==> src/rtl/mem_wb_stage.sv <==
// MEM/WB pipeline stage: passes ALU results straight through and stalls upstream while a
// memory access waits for its ack. Optional forwarding outputs are enabled by MEM_WB_FWD_EN.
module mem_wb_stage (
  input  logic        clk,
  input  logic        rst_n,
  input  logic        In_Valid,
  input  logic        In_RegWrite,
  input  logic        In_MemRead,
  input  logic        In_MemWrite,
  input  logic [1:0]  In_MemToReg,
  input  logic [2:0]  In_WriteReg,
  input  logic [15:0] In_ALU_Result,
  input  logic [15:0] In_Store_Data,
  input  logic [15:0] In_PC_Adder,
  output logic        Stall_Out,
  output logic        Mem_Req,
  output logic        Mem_We,
  output logic [15:0] Mem_Addr,
  output logic [15:0] Mem_WData,
  input  logic        Mem_Ack,
  input  logic [15:0] Mem_RData,
  output logic        WB_Valid,
  output logic        WB_RegWrite,
  output logic [1:0]  WB_MemToReg,
  output logic [2:0]  WB_WriteReg,
  output logic [15:0] WB_ALU_Result,
  output logic [15:0] WB_Read_Data,
  output logic [15:0] WB_PC_Adder
`ifdef MEM_WB_FWD_EN
  ,
  output logic        Fwd_Valid,
  output logic [2:0]  Fwd_WriteReg,
  output logic [15:0] Fwd_Data
`endif
);

  localparam logic [0:0] IDLE   = 1'b0;
  localparam logic [0:0] ACCESS = 1'b1;

  logic [0:0]  state_q, state_d;

  logic        holdRegWrite_q, holdRegWrite_d;
  logic        holdWe_q, holdWe_d;
  logic [1:0]  holdMemToReg_q, holdMemToReg_d;
  logic [2:0]  holdWriteReg_q, holdWriteReg_d;
  logic [15:0] holdAlu_q, holdAlu_d;
  logic [15:0] holdStore_q, holdStore_d;
  logic [15:0] holdPc_q, holdPc_d;

  logic        wbValid_q, wbValid_d;
  logic        wbRegWrite_q, wbRegWrite_d;
  logic [1:0]  wbMemToReg_q, wbMemToReg_d;
  logic [2:0]  wbWriteReg_q, wbWriteReg_d;
  logic [15:0] wbAlu_q, wbAlu_d;
  logic [15:0] wbRdata_q, wbRdata_d;
  logic [15:0] wbPc_q, wbPc_d;

  logic inAccess;
  assign inAccess = (state_q == ACCESS);

  always_comb begin
    state_d        = state_q;
    holdRegWrite_d = holdRegWrite_q;
    holdWe_d       = holdWe_q;
    holdMemToReg_d = holdMemToReg_q;
    holdWriteReg_d = holdWriteReg_q;
    holdAlu_d      = holdAlu_q;
    holdStore_d    = holdStore_q;
    holdPc_d       = holdPc_q;
    wbValid_d      = 1'b0;
    wbRegWrite_d   = 1'b0;
    wbMemToReg_d   = wbMemToReg_q;
    wbWriteReg_d   = wbWriteReg_q;
    wbAlu_d        = wbAlu_q;
    wbRdata_d      = wbRdata_q;
    wbPc_d         = wbPc_q;

    if (inAccess) begin
      // Upstream inputs are ignored here; only the ack moves the stage on.
      if (Mem_Ack) begin
        state_d      = IDLE;
        wbValid_d    = 1'b1;
        wbRegWrite_d = holdRegWrite_q;
        wbMemToReg_d = holdMemToReg_q;
        wbWriteReg_d = holdWriteReg_q;
        wbAlu_d      = holdAlu_q;
        wbRdata_d    = holdWe_q ? 16'h0000 : Mem_RData;
        wbPc_d       = holdPc_q;
      end
    end else if (In_Valid) begin
      if (In_MemRead || In_MemWrite) begin
        state_d        = ACCESS;
        holdRegWrite_d = In_RegWrite;
        holdWe_d       = In_MemWrite;
        holdMemToReg_d = In_MemToReg;
        holdWriteReg_d = In_WriteReg;
        holdAlu_d      = In_ALU_Result;
        holdStore_d    = In_Store_Data;
        holdPc_d       = In_PC_Adder;
      end else begin
        wbValid_d    = 1'b1;
        wbRegWrite_d = In_RegWrite;
        wbMemToReg_d = In_MemToReg;
        wbWriteReg_d = In_WriteReg;
        wbAlu_d      = In_ALU_Result;
        wbRdata_d    = 16'h0000;
        wbPc_d       = In_PC_Adder;
      end
    end
  end

  always_ff @(posedge clk) begin
    if (!rst_n) begin
      state_q        <= IDLE;
      holdRegWrite_q <= 1'b0;
      holdWe_q       <= 1'b0;
      holdMemToReg_q <= 2'b00;
      holdWriteReg_q <= 3'b000;
      holdAlu_q      <= 16'h0000;
      holdStore_q    <= 16'h0000;
      holdPc_q       <= 16'h0000;
      wbValid_q      <= 1'b0;
      wbRegWrite_q   <= 1'b0;
      wbMemToReg_q   <= 2'b00;
      wbWriteReg_q   <= 3'b000;
      wbAlu_q        <= 16'h0000;
      wbRdata_q      <= 16'h0000;
      wbPc_q         <= 16'h0000;
    end else begin
      state_q        <= state_d;
      holdRegWrite_q <= holdRegWrite_d;
      holdWe_q       <= holdWe_d;
      holdMemToReg_q <= holdMemToReg_d;
      holdWriteReg_q <= holdWriteReg_d;
      holdAlu_q      <= holdAlu_d;
      holdStore_q    <= holdStore_d;
      holdPc_q       <= holdPc_d;
      wbValid_q      <= wbValid_d;
      wbRegWrite_q   <= wbRegWrite_d;
      wbMemToReg_q   <= wbMemToReg_d;
      wbWriteReg_q   <= wbWriteReg_d;
      wbAlu_q        <= wbAlu_d;
      wbRdata_q      <= wbRdata_d;
      wbPc_q         <= wbPc_d;
    end
  end

  // Hold registers keep the last op after completion, so the port is gated to zero in IDLE.
  assign Stall_Out = inAccess;
  assign Mem_Req   = inAccess;
  assign Mem_We    = inAccess & holdWe_q;
  assign Mem_Addr  = inAccess ? holdAlu_q : 16'h0000;
  assign Mem_WData = inAccess ? holdStore_q : 16'h0000;

  assign WB_Valid      = wbValid_q;
  assign WB_RegWrite   = wbRegWrite_q;
  assign WB_MemToReg   = wbMemToReg_q;
  assign WB_WriteReg   = wbWriteReg_q;
  assign WB_ALU_Result = wbAlu_q;
  assign WB_Read_Data  = wbRdata_q;
  assign WB_PC_Adder   = wbPc_q;

`ifdef MEM_WB_FWD_EN
  assign Fwd_Valid    = wbValid_q & wbRegWrite_q;
  assign Fwd_WriteReg = wbWriteReg_q;
  always_comb begin
    case (wbMemToReg_q)
      2'b01:   Fwd_Data = wbRdata_q;
      2'b10:   Fwd_Data = wbPc_q;
      default: Fwd_Data = wbAlu_q;
    endcase
  end
`endif

endmodule
==> config.mk <==
export PLATFORM = sky130hd
export DESIGN_NAME = mem_wb_stage
export DESIGN_NICKNAME = d
export VERILOG_FILES = /design/src/rtl/mem_wb_stage.sv
export SDC_FILE = /design/constraint.sdc
export NUM_CORES = 1
export LEC_CHECK = 0
export ABC_AREA = 1
export BUFFER_PORTS_ARGS = -buffer_cell sky130_fd_sc_hd__buf_2
export CORE_MARGIN = 2
export CORE_UTILIZATION = 46
export DETAILED_ROUTE_END_ITERATION = 7
export PLACE_DENSITY = 0.77
export SYNTH_ARGS = -nofsm -noshare
export SYNTH_HDL_FRONTEND = slang
export SYNTH_SLANG_ARGS = --single-unit
==> constraint.sdc <==
create_clock -name clk -period 1.23 [get_ports clk]
set_input_delay 0.1845 -clock clk [delete_from_list [all_inputs] [get_ports clk]]
set_output_delay 0.1845 -clock clk [all_outputs]
set_load 0.005 [all_outputs]
Word-level counts from Yosys, hierarchy flattened:

Cells that the tools add are included.

* reductions and logical operators: 4
* equality and inequality tests: 2
* bitwise operators: 2
* mux-type cells: 35

Operators with widths (count)
* 16-bit 2-to-1 mux: 15
* 1-bit 2-to-1 mux: 12
* 3-bit 2-to-1 mux: 4
* 2-bit 2-to-1 mux: 4
* 3-bit AND reduction: 2
* 2-bit inequality test (second input constant): 2
* 2-bit nonzero test: 1
* 1-bit AND: 1
* 1-bit logical OR: 1
* 1-bit NOT: 1

* bits of input ports: 76
* output and inout bits: 90
* logic and storage cells: 58
* register bits: 111

Logic depth before layout (Yosys ltp):

Gate-level depths: netlist of run 1.

* depth after elaboration: 4
* depth in mapped cells: 8
* mapped depth without buffers: 6

Least setup slack after synthesis of run 1:

No wires, ideal clock.

* path kind: reg2reg
* start: reg state_q (netlist: Mem_Req)
* end: reg wbAlu_q[0] (netlist: WB_ALU_Result[0])
* cell stages (with the launch flop): 8
* arrival: 1.124 ns
* path buffers: 3
* required time: 1.115 ns
* setup slack: -0.009 ns
* setup time: 0.115 ns
* path through: dfxtp_1 > buf_6 > nor2_4 > nand2_1 > buf_4 > buf_2 > a21oi_1 > nor2_1

* word-level cells in the longest chain between the ends: 2
* elaborated cells on any way between the ends: 5
* classes of those cells: eq/ne: 2; mux: 1; reduce/logical: 2

Ends and longest elaborated chain
* from (decl): RTL line 40 `logic [0:0] state_q, state_d;`
* from (signal assigned): RTL line 130 `state_q <= state_d;`
* 2-bit inequality test (no line) or 2-bit nonzero test (tied branches)
* 3-bit AND reduction (no line)
* to (signal assigned): RTL line 142 `wbAlu_q <= wbAlu_d;`
* to (decl): RTL line 54 `logic [15:0] wbAlu_q, wbAlu_d;`

Several ways; a longest one is shown, not always the timed one.
A chain may end at the register's enable or synchronous reset.

Worst setup path after layout of run 1:

* start: reg state_q (netlist: Mem_Req)
* end: reg wbWriteReg_q[2] (netlist: WB_WriteReg[2])

* word-level cells in the longest chain between the ends: 2
* elaborated cells on any way between the ends: 5
* classes of those cells: eq/ne: 2; mux: 1; reduce/logical: 2

Ends and longest elaborated chain
* 2-bit inequality test (no line) or 2-bit nonzero test (tied branches)
* 3-bit AND reduction (no line)
* to (signal assigned): RTL line 141 `wbWriteReg_q <= wbWriteReg_d;`
* to (decl): RTL line 53 `logic [2:0] wbWriteReg_q, wbWriteReg_d;`

Several ways; a longest one is shown, not always the timed one.

==> results.md, run 1 <==
- Layout cell share with drive strength beyond 1: 35.9%
- Seq/Total Area, Yosys: 44.5%
- I/O Pins: 166
- CTS tree: built
- Reg2reg end: WB_WriteReg[2]$_SDFFE_PN0P_
- Final hold vios: 0
- CP Launch Type: register
- CP max FO: 19
- Clock transition at path regs: 0.11 ns
- Hold WC Path Type: in -> reg
- Crit share post-route: 118%
- Synth top area cells: dfxtp_1 44%, nand2_1 13%, nor2_1 11%, inv_1 5.6%, a21oi_1 5.6%
- Mux contribution to synthesized area: 0%
- Post-synthesis cell area: 5000 um^2
- Violated checks: negative setup slack
- Complex-gate fraction of the synthesized area: 11.0%
- Routed met2 length: 7590 um
- GP Congestion: 0.785
- Final Max Tran Viols: 0
- Root Driver: clkbuf_8
- Worst reg2reg startpoint: Mem_Req$_SDFF_PN0_
- CTS H-tree depth: 3
- Clock Sinks: 111
- Pin slew with the least headroom to its limit: 0.384 ns
- F_max: 691 MHz
- Yosys warns: 0
- Tmin final: 1.45 ns
- Mapped Nets: 826
- Leading area contributor after synthesis: dfxtp_1
- Metal1 wirelength: 6680 um
- Vias per cell: 4.99
- Global Route Usage Sum: 22.9%
- Post-synthesis xor/xnor area fraction: 0%
- R2R depth: 7
- Reg2reg setup slack: -0.22 ns
- Power Density: 1120 nW/um^2
- Worst hold path stage count: 3
- Synth-to-layout area growth: 43.9%
- Final setup margin: -0.218 ns
- Simple-gate share of the synthesized area: 31.9%
- Post-route cell area: 7190 um^2
- Routed length per placed instance: 14.6 um
- Initial antenna violation count: 1
- Share of the synthesized area in the top cell type: 44.5%
- Leak: 0.00387 uW
- Mapped Cells: 750
- RSZ-0062 raised after global routing: yes
- Core ar.: 10,700 um^2
- Adder-cell share of the synthesized area: 0%
- Largest net degree at the start of global routing: 56
- Die area: 11,700 um^2
- Max layer used: met4
- Required @ worst endpoint: 1.52 ns
- Largest family of logic cells by synthesized area: simple AND/OR/NAND/NOR gates
- Initial drt markers: 312
- Synth unique cells: 15
- Pre-antenna DRT Iters: 4
- CP Class: reg -> reg
- CP endpoint kind: register
- CTS buffer count: 9
- Worst Skew: 0.0137 ns
- First-pass GRT wire length: 21,600 um
- Die Width: 108 um
- Worst Hold End: holdStore_q[12]$_SDFFE_PN0P_
- Final WL: 15,500 um
- DP HPWL: 8730 um
- CTS Hold Buffers Added: 0
- Yosys reg bits: 111
- Max Cap Viol: 0
- Metal3 WL: 1130 um
- Die span in y: 108 um
- Status: complete, but fails checks
- Remaining global-route overflow: 0
- Initial Util: 46.7%
- Headroom to the max-slew limit: 74.4%
- Final hold slack: 0.0279 ns
- Drt drc: 0
- Worst VDD drop: 0.000550 V
- Row cnt: 38
- DRT antenna net count: 0
- Syn_area_per_cell: 6.66 um^2
- Clock Latency Late Sink: 0.37 ns
- Final nets: 997
- Max Root-Sink Buffers: 2
- Critical hold path startpoint: In_Store_Data[12]
- Vias in the first global route: 4,516
- Finish-stage setup viols: 146
- Cell area after placement: 6020 um^2
- Buffers added on ports: 165
- Vias post-DR: 5,324
- Worst Path Arrival: 1.73 ns
Yosys cell counts:
| cell | n |
|---|---|
| nor2_1 | 151 |
| clkinv_1 | 1 |
| clkbuf_1 | 19 |
| nand2_1 | 172 |
| nor2_4 | 1 |
| nand3_1 | 55 |
| inv_6 | 1 |
| dfxtp_1 | 111 |
| inv_1 | 75 |
| buf_6 | 10 |
| a21oi_1 | 56 |
| nand4_1 | 15 |
| buf_4 | 3 |
| buf_2 | 26 |
| o21ai_0 | 54 |
how the worst max path moves through the flow:
stage,from,endpoint,slack [ns]
after floorplan,Mem_Req$_SDFF_PN0_,WB_ALU_Result[0]$_SDFFE_PN0P_,-0.009
after global placement,Mem_Req$_SDFF_PN0_,holdAlu_q[3]$_SDFFE_PN0P_,0.002
after detailed placement,Mem_Req$_SDFF_PN0_,holdAlu_q[0]$_SDFFE_PN0P_,-0.07
after CTS,Mem_Req$_SDFF_PN0_,Mem_Addr[7],-0.17
after global routing,Mem_Req$_SDFF_PN0_,WB_WriteReg[2]$_SDFFE_PN0P_,-0.28
final,Mem_Req$_SDFF_PN0_,WB_WriteReg[2]$_SDFFE_PN0P_,-0.22
report_power, final:
group | switching, uW | internal, uW
clock | 1310 | 815
combinational | 1050 | 867
sequential | 144 | 3870
metrics by stage:
step,util (%),std cells,power [uW],TNS (ns),worst slack [ns]
finish,67.2,1067,8060,-21.87,-0.218
global route,67.2,1066,8460,-31.03,-0.276
CTS,60.6,1046,7740,-12.91,-0.174
detailed placement,56.3,1023,5500,-2.43,-0.0727
global placement,56.3,1023,5470,0,0.00218
floorplan,-,750,4950,-0.312,-0.00922
logic make-up after synthesis:
group | after synthesis
flops | 111
buf+inv | 135
simple gates | 394
compound gates | 110
cell type report:
class	instances	area, um^2
antenna	1	2.50
clock buffer	11	141
clock inverter	5	38.8
fill	976	3510
inverter	77	315
multi-input combinational	506	2580
sequential	111	2230
tap	140	175
timing repair buffer	215	1690
timing repair inverter	1	16.3
flip-flops by register name (all words and copies together) (netlist names), 2 cells and up:
register and flops:
holdMemToReg_q 2, WB_WriteReg 3, WB_ALU_Result 16, holdWriteReg_q 3, holdAlu_q 16, WB_Read_Data 16, WB_PC_Adder 16, WB_MemToReg 2
holdStore_q 16, holdPc_q 16
repair_timing:
item | CTS | global route
resized for setup | 103 | 87
buffers inserted | 4 | 5
hold endpoints to repair | 0 | 0
gates cloned | 3 | 15
setup endpoints to repair | 90 | 146
pin swaps | 7 | 6
metal layers:
layer	up-vias	global-route usage, %
met1	2452	30.0
met4	0	6.23
li1	2691	-
met5	-	0
met2	169	38.1
met3	12	5.30
layout by cell type (no fill, tap or decap), types with 12 or more instances in the layout:
cell type	netlist	routed
nand4_1	15	15
buf_2	26	160
nand2_1	172	163
buf_6	10	13
nand3_1	55	45
buf_4	3	12
buf_12	0	17
o21ai_2	0	53
nor2_1	151	151
a21oi_1	56	36
dfxtp_1	111	110
a21oi_2	0	20
inv_1	75	71
worst max-delay path, cell delays in order, from the launching register on:
cell and delay, ns:
dfxtp_4 0.39, buf_4 0.15, nor2_4 0.16, buf_12 0.15, nand2_8 0.11, buf_12 0.18, a21oi_1 0.15, nor2_1 0.06
Note: power is estimated with default switching activity, not from simulation.
==> run 2, diff against run 1 <==
--- a/config.mk
+++ b/config.mk
@@ -8,9 +8,10 @@
 export ABC_AREA = 1
 export BUFFER_PORTS_ARGS = -buffer_cell sky130_fd_sc_hd__buf_2
 export CORE_MARGIN = 2
-export CORE_UTILIZATION = 46
+export CORE_UTILIZATION = 50
 export DETAILED_ROUTE_END_ITERATION = 7
-export PLACE_DENSITY = 0.77
+export PLACE_DENSITY = 0.79
+export RECOVER_POWER = 100
 export SYNTH_ARGS = -nofsm -noshare
 export SYNTH_HDL_FRONTEND = slang
 export SYNTH_SLANG_ARGS = --single-unit
==> constraint.sdc (replaced) <==
create_clock -name clk -period 1.5 [get_ports clk]
set_input_delay 0.225 -clock clk [delete_from_list [all_inputs] [get_ports clk]]
set_output_delay 0.225 -clock clk [all_outputs]
set_load 0.005 [all_outputs]
==> results.md, run 2 (synthesis results as in run 1) <==
- Status: completed
- I/O Pins: 166 (unchanged)
- Clock transition at path regs: 0.10 ns (about the same)
- CTS Hold Buffers Added: 0 (unchanged)
- RSZ-0062 raised after global routing: no
- Pin slew with the least headroom to its limit: 0.445 ns (+0.0605 ns)
- Worst reg2reg startpoint: Mem_Req$_SDFF_PN0_
- Final hold vios: 0 (unchanged)
- Critical hold path startpoint: In_Store_Data[5]
- Global Route Usage Sum: 22.4% (-0.50 points)
- Max Cap Viol: 0 (unchanged)
- Final Max Tran Viols: 0 (unchanged)
- DP HPWL: 8090 um (-7.4%)
- Headroom to the max-slew limit: 70.3% (-4.1 points)
- CP max FO: 9 (-10)
- Initial Util: 51.4% (+4.6 points)
- Vias in the first global route: 4,201 (-7.0%)
- Cell area after placement: 5840 um^2 (-3.1%)
- CTS tree: built
- Post-route cell area: 6140 um^2 (-15%)
- Final setup margin: 0.0598 ns (+0.278 ns)
- Clock Sinks: 111 (unchanged)
- Tmin final: 1.44 ns
- Drt drc: 0 (unchanged)
- Largest net degree at the start of global routing: 57 (+1.8%)
- Worst Skew: 0.0107 ns (-0.00300 ns)
- Buffers added on ports: 165 (unchanged)
- Filler cells: 956 (-2.0%)
- Place WS: 0.192 ns (+0.264 ns)
- CTS buffer count: 9 (unchanged)
- Die Width: 104 um (-3.9%)
- Row cnt: 36 (-5.3%)
- Leak: 0.00330 uW (-15%)
- Vias post-DR: 5,082 (-4.5%)
- Crit path buffers/inverters: 3 (unchanged)
- Crit path launch: Mem_Req$_SDFF_PN0_
- CP peak stage delay: 0.43 ns (+0.04 ns)
- First-pass GRT wire length: 20,100 um (-6.9%)
- DRT antenna net count: 0 (unchanged)
- Most frequent cells in the layout: 168 x nand2_1, 151 x nor2_1, 126 x buf_2
- ANT cells: 0 (-1)
- Vias per cell: 4.93 (-1.2%)
- CP Class: reg -> out
- Final hold slack: 0.0827 ns (+0.0548 ns)
- Layout cell share with drive strength beyond 1: 19.3% (-17 points)
- Required @ worst endpoint: 1.27 ns (-0.25 ns)
- CP endpoint kind: primary output
- GP Congestion: 0.761 (-3.0%)
- Crit-path cells: buf_6 > nand2_1 > inv_1 > buf_2
- Final nets: 969 (-2.8%)
- Clock Latency Late Sink: 0.37 ns (about the same)
- Worst VDD drop: 0.000769 V (+40%)
- Core ar.: 9730 um^2 (-9.1%)
- Worst Path Arrival: 1.22 ns (-0.51 ns)
- Initial drt markers: 277 (-11%)
- Die span in y: 104 um (-3.9%)
- Post-Layout Cell Count: 1,031 (-3.4%)
- Crit path max-delay family: flip-flops
- Cells after DPL: 1,004 (-1.9%)
- Die area: 10,800 um^2 (-7.7%)
- Hold WC Path Type: in -> reg
- Root Driver: clkbuf_8
- Final WL: 13,100 um (-16%)
- Remaining global-route overflow: 0 (unchanged)
- Finish-stage setup viols: 0 (-100%)
- Initial antenna violation count: 0 (-1)
- Crit share post-route: 96.0%
- F_max: 694 MHz
- CP Launch Type: register
- CTS H-tree depth: 3 (unchanged)
- Pre-antenna DRT Iters: 5 (+1)
- Core Util, Final: 63.1% (-4.1 points)
- Synth-to-layout area growth: 22.9%
- Power Density: 1020 nW/um^2 (-9.2%)
- Worst path slowest cell: dfxtp_4
- Max Root-Sink Buffers: 2 (unchanged)
- Most common cell after layout, fill and taps aside: nand2_1
- Routed length per placed instance: 12.7 um (-13%)
run 2: changes by cell type in the layout (fill, tap and decap cells not counted), moves of 6 or more:
cell       change
o21ai_2       -53
o21ai_0       +48
clkbuf_1      +39
buf_2         -34
a21oi_1       +20
a21oi_2       -20
buf_6         -12
buf_12        -11
nand3_1       +10
nand3_2       -10
clkbuf_16      -6
run 2: routing by layer:
layer  track usage, %  up-vias  routed length, um
met3             6.95       13                873
met2             36.7      154               6090
met1             29.3     2301               5990
met5                0        -                  0
met4             4.63        0                141
li1                 -     2614                  -
run 2: worst paths after layout:
check                                                endpoint  slack (ns)  depth (start not counted)
worst max-delay path                             Mem_Addr[14]        0.06                          4
worst min-delay path              holdStore_q[5]$_SDFFE_PN0P_        0.08                          3
worst max register to register  WB_Read_Data[15]$_SDFFE_PN0P_        0.10                          5
worst min register to register   WB_Read_Data[0]$_SDFFE_PN0P_        0.49                          2
run 2: what timing repair did:
item | 4_1_cts | 5_1_grt
setup endpoints to repair | 33 | 32
endpoints found under the hold margin | 0 | 0
buffers inserted | 0 | 6
resized for setup | 5 | 13
cloned | 0 | 5
pin swaps | 0 | 2
run 2: stage by stage:
step                      total power [uW]  TNS, ns
final                                 6250        0
after global routing                  6600        0
after CTS                             6270   -0.262
after detailed placement              4440        0
after global placement                4430        0
after floorplan                       4060        0
run 2: where the power goes:
group	leakage (uW)	internal (uW)	switching, uW
Sequential	0.000914	3170	114
Clock	0.0000968	827	995
Combinational	0.00228	470	668
run 2: final cells by class:
cell class / count / area [um^2] / area share [%]
inverters: 77 / 302 / 4.91
well taps: 133 / 166 / 2.71
flip-flops and latches: 111 / 2230 / 36.3
clock inverters: 4 / 55.1 / 0.897
clock buffers: 12 / 145 / 2.36
repair inverters: 1 / 6.26 / 0.102
repair buffers: 189 / 1080 / 17.6
multi-input cells: 504 / 2160 / 35.2
run 2: tightest hold or removal path, cell delays in order:
cell and delay [ns]:
buf_2 0.07, o21ai_1 0.05, nor2_1 0.07
